File: config.mk
export PLATFORM = sky130hd
export DESIGN_NAME = spi_mstr_tx
export DESIGN_NICKNAME = d
export VERILOG_FILES = /design/src/rtl/spi_mstr_tx.sv
export SDC_FILE = /design/constraint.sdc
export NUM_CORES = 1
export LEC_CHECK = 0
export ABC_AREA = 1
export ABC_CLOCK_PERIOD_IN_PS = 4600
export CAP_MARGIN = 40
export CORE_ASPECT_RATIO = 1.4
export CORE_MARGIN = 2
export CORE_UTILIZATION = 59
export DETAILED_ROUTE_END_ITERATION = 12
export GPL_TIMING_DRIVEN = 0
export MAX_ROUTING_LAYER = met4
export PLACE_DENSITY_LB_ADDON = 0.05
export REMOVE_ABC_BUFFERS = 1
export SYNTH_ARGS = -nofsm -noshare
export SYNTH_HDL_FRONTEND = slang
export SYNTH_SLANG_ARGS = --single-unit
File: constraint.sdc
create_clock -name clk -period 4.6 [get_ports clk]
set_clock_uncertainty 0.15 [all_clocks]
set_input_delay 0.69 -clock clk [delete_from_list [all_inputs] [get_ports clk]]
set_output_delay 0.69 -clock clk [all_outputs]
set_load 0.1 [all_outputs]
File: src/rtl/spi_mstr_tx.sv
// SPI master transmitter: one 8/16-bit MSB-first frame per wrt strobe, full-duplex MISO capture.
// SCLK is clk divided by SCLK_DIV; edg selects whether the slave samples on SCLK rise or fall.
module spi_mstr_tx #(
   parameter int SCLK_DIV = 32
) (
   input  logic        clk,
   input  logic        rst_n,
   input  logic        wrt,
   input  logic [15:0] tx_data,
   input  logic        len8,
   input  logic        edg,
   input  logic        MISO,
   output logic        SS_n,
   output logic        SCLK,
   output logic        MOSI,
   output logic [15:0] rx_data,
   output logic        busy,
   output logic        done
);

   localparam int H  = SCLK_DIV / 2;
   localparam int DW = (H > 1) ? $clog2(H) : 1;

   localparam logic [1:0] IDLE  = 2'd0;
   localparam logic [1:0] SETUP = 2'd1;
   localparam logic [1:0] SHIFT = 2'd2;
   localparam logic [1:0] HOLD  = 2'd3;

   logic [1:0]    state;
   logic [DW-1:0] div_cnt;
   logic [4:0]    bit_cnt;
   logic [4:0]    n_bits;
   logic          edg_q;
   logic [15:0]   tx_sr;
   logic [15:0]   rx_sr;
   logic          miso_ff;
   logic          miso_s;
   logic          div_last;

   assign div_last = (div_cnt == DW'(H - 1));
   assign MOSI     = tx_sr[15];

   always_ff @(posedge clk or negedge rst_n) begin
      if (!rst_n) begin
         state   <= IDLE;
         div_cnt <= '0;
         bit_cnt <= '0;
         n_bits  <= '0;
         edg_q   <= 1'b0;
         tx_sr   <= '0;
         rx_sr   <= '0;
         miso_ff <= 1'b0;
         miso_s  <= 1'b0;
         SS_n    <= 1'b1;
         SCLK    <= 1'b1;
         rx_data <= '0;
         busy    <= 1'b0;
         done    <= 1'b0;
      end else begin
         done    <= 1'b0;
         miso_ff <= MISO;
         miso_s  <= miso_ff;
         case (state)
            IDLE: begin
               SCLK <= !edg;
               if (wrt) begin
                  state   <= SETUP;
                  SS_n    <= 1'b0;
                  busy    <= 1'b1;
                  edg_q   <= edg;
                  tx_sr   <= len8 ? {tx_data[7:0], 8'h00} : tx_data;
                  n_bits  <= len8 ? 5'd8 : 5'd16;
                  bit_cnt <= '0;
                  rx_sr   <= '0;
                  div_cnt <= '0;
               end
            end
            SETUP, SHIFT: begin
               div_cnt <= div_last ? '0 : div_cnt + 1'b1;
               if (div_last) begin
                  SCLK <= ~SCLK;
                  // Leaving the idle level is always the sampling edge.
                  if (SCLK == !edg_q) begin
                     rx_sr   <= {rx_sr[14:0], miso_s};
                     bit_cnt <= bit_cnt + 5'd1;
                     state   <= SHIFT;
                  end else if (bit_cnt == n_bits) begin
                     state <= HOLD;
                  end else begin
                     tx_sr <= {tx_sr[14:0], 1'b0};
                  end
               end
            end
            HOLD: begin
               div_cnt <= div_last ? '0 : div_cnt + 1'b1;
               if (div_last) begin
                  state   <= IDLE;
                  SS_n    <= 1'b1;
                  done    <= 1'b1;
                  busy    <= 1'b0;
                  rx_data <= rx_sr;
               end
            end
            default: state <= IDLE;
         endcase
      end
   end

endmodule

==> metrics.md <==
| Metric | Value |
|---|---|
| Status | finished, final reports clean |
| Initial antenna violation count | 0 |
| CP cell instances | inv_1 > ha_1 > inv_2 > nand2_1 > nand2_4 > nor2_4 > nand3_1 > o21ai_0 |
| Reg2reg end | rx_sr[9] |
| Routed WL | 6.624 mm |
| Mux cell area share after synthesis | 0 |
| EDFF count, synth | 0 |
| Cts bufs inserted | 9 |
| Critical path arrival | 3.01 ns |
| Vias | 2644 |
| Crit path max fanout | 42 |
| Hold endpoint | miso_s |
| Total grt overflow | 0 |
| HPWL after DPL | 4.269 mm |
| Tot GR Track Use | 0.2547 |
| Top delay family on crit path | simple AND/OR/NAND/NOR gates |
| RSZ-0062 raised after global routing | no |
| Core Box Area | 0.005159 sq mm |
| Main area contributors after synthesis | dfrtp_1 (52%), nand2_1 (12%), o21ai_0 (10%) |
| Fmax | 343.8 MHz |
| Top Usage Layer GRT | met2 |
| Power Density | 670.7 mW/mm^2 |
| CTS H-tree depth | 3 |
| Layout area overhead | 30.02% |
| Met2 Track Usage GR | 0.4091 |
| HP Start | miso_ff |
| Worst-Skew Late Latency | 0.34 ns |
| Netlist cell types | 26 |
| Leading area contributor after synthesis | dfrtp_1 |
| Compound-Gate Fraction of Synth Area | 0.1176 |
| Buffer count from post-CTS setup fixing | 0 |
| IO Count | 43 |
| Largest family of logic cells by synthesized area | simple AND/OR/NAND/NOR gates |
| Met3 Track Usage GR | 0.02743 |
| DRC Markers | 0 |
| Most numerous cell in the Yosys netlist | nand2_1 |
| Crit Path Category | register to register |
| Period utilization | 0.6322 |
| Worst hold path type | register to register |
| Syn Inst Count | 375 |
| Area share of fa/ha/maj cells after synthesis | 0.01980 |
| Remaining antenna violation count after routing | 0 |
| GPL Wtd Cong | 0.7647 |
| Post-synthesis xor/xnor area fraction | 0.01386 |
| Die area | 0.005964 sq mm |
| Least-Margin Pin Slew | 0.8386 ns |
| CTS tree | yes |
| Vias in the first global route | 2591 |
| Commonest cells post-synth | nand2_1 (101), dfrtp_1 (66), o21ai_0 (63), inv_1 (44), nand3_1 (42) |
| Mapped Area | 0.003159 sq mm |
| Hold buffers post-CTS | 0 |
| Crit path launch type | register |
| Synthesized area per cell | 8.425 sq um |
| DRT iter0 DRCs | 127 |
| Simple-gate share of the synthesized area | 0.2253 |
| First-pass GRT wire length | 11.37 mm |
| N_diodes | 0 |
| Ys Warns | 0 |
| Clock transition at path regs | 0.07 ns |
| Reg-to-reg critical path startpoint | state[0] |
| Root Buffer Master | clkbuf_8 |
| Setup violators final | 0 |
| PostCTS Resize Cnt | 0 |
| Die Wd | 65.85 um |
| Ys flop type | dfrtp_1 |
| Hold Vio Cnt, Final | 0 |
| Vias per cell | 5.246 |
| Worst path bufs/invs | 2 |
| Lkg Pwr | 1.955 nW |
| Largest net degree at the start of global routing | 69 |
| Fraction of layout instances using a drive strength above 1 | 0.1142 |
| Avg WL per Cell | 13.14 um |
| Num Clock Sinks | 68 |
| Max-slew violation count | 0 |
| Yosys reg bits | 68 |
| WP data required | 4.70 ns |
| 1st-pass router iterations | 6 |
| Post-synth top area share | 0.5228 |
| Maximum Capacitance Violations | 0 |
| Height of the die | 90.58 um |
| Max VDD drop | 0.0003689 V |
| Critical Path Slowest Stage Cell | ha_1 |
| Slew headroom | 0.4409 |
| Total design power | 2.755 mW |
| Clock Path Buffers | 2 |
| Flop2flop setup slack | 1.69 ns |
| Initial Util | 0.6124 |
| Max stage delay on crit path | 0.83 ns |
| Hold Path Cell Cnt | 0 |
| Sequential area share after synthesis | 0.5394 |
| Final hold slack | 0.2134 ns |
| Period minus WS final | 2.908 ns |
| Met1 Usage GRT | 0.3089 |
| Post-synth ARST share | 1.000 |
| Setup TNS | 0 ns |
| R2R depth | 8 |
| Rows | 31 |
| Buffers on Ports | 42 |
| CP Capture Type | register |
| Final nets | 460 |
==> report_power, final <==
group          internal [mW]  switching, mW  total, mW
Combinational          0.437          0.906       1.34
Sequential             0.804          0.121      0.925
Clock                  0.264          0.224      0.487
==> logic make-up (layout without fill, tap and decap cells) <==
logic type	after synthesis	after routing
xor+xnor	5	5
fa+ha+maj	5	5
simple gates	162	162
buf+inv	62	125
compound gates	73	73
flops	68	68
==> worst max-delay path by stage <==
stage | from | to | slack, ns | cells after the start
finish | state[0] | rx_sr[9] | 1.69 | 8
global route | state[0] | bit_cnt[0] | 1.38 | 8
CTS | state[0] | rx_sr[9] | 1.66 | 8
detailed placement | state[0] | bit_cnt[0] | 1.75 | 8
global placement | rst_n | miso_ff | 0.49 | 1
floorplan | state[0] | bit_cnt[0] | 1.96 | 8
==> through the flow <==
| stage | utilization | instance area (sq um) | cells | setup WS [ns] |
|---|---|---|---|---|
| final | 0.7963 | 4108 | 504 | 1.692 |
| after global routing | 0.7963 | 4108 | 504 | 1.385 |
| after CTS | 0.7963 | 4108 | 504 | 1.656 |
| after detailed placement | 0.7572 | 3906 | 488 | 1.752 |
| after global placement | 0.6912 | 3566 | 466 | 0.4941 |
| after floorplan | - | 3063 | 358 | 1.965 |
==> area by class of cell <==
cell class	count	area [sq um]
Sequential cell	68	1704
Multi-Input combinational cell	245	1190
Fill cell	337	1051
Timing Repair Buffer	64	760.7
Inverter	45	168.9
Clock buffer	10	137.6
Tap cell	66	82.58
Clock inverter	6	63.81
==> state kept, by name, summed over array words and instances (netlist names) <==
name and cells:
rx_data 16, rx_sr 16, tx_sr 16, bit_cnt 5, div_cnt 4, n_bits 2, state 2, SCLK 1
SS_n 1, busy 1, done 1, edg_q 1, miso_ff 1, miso_s 1
==> layout by cell type, fill, tap and decap left out, drive strengths merged <==
| cell | n |
|---|---|
| nand2 | 106 |
| buf | 23 |
| nand3 | 43 |
| nor2 | 12 |
| a31oi | 1 |
| xnor2 | 1 |
| clkdlybuf4s50 | 41 |
| o21ai | 65 |
| o21bai | 1 |
| bufinv | 1 |
| clkinvlp | 2 |
| ha | 5 |
| clkinv | 3 |
| clkbuf | 10 |
| xor2 | 4 |
| o21a | 1 |
| dfstp | 2 |
| nand4 | 1 |
| inv | 45 |
| dfrtp | 66 |
| a21oi | 5 |
==> per-layer routing <==
layer  wire length, um  part of all wire  vias to the layer above
met5                 0                 0                        -
met4               186             0.028                        0
met3               234             0.035                       14
met2              3406              0.51                       63
met1              2797              0.42                     1248
li1                  -                 -                     1319
No activity file was read; power rests on OpenSTA's default activity.
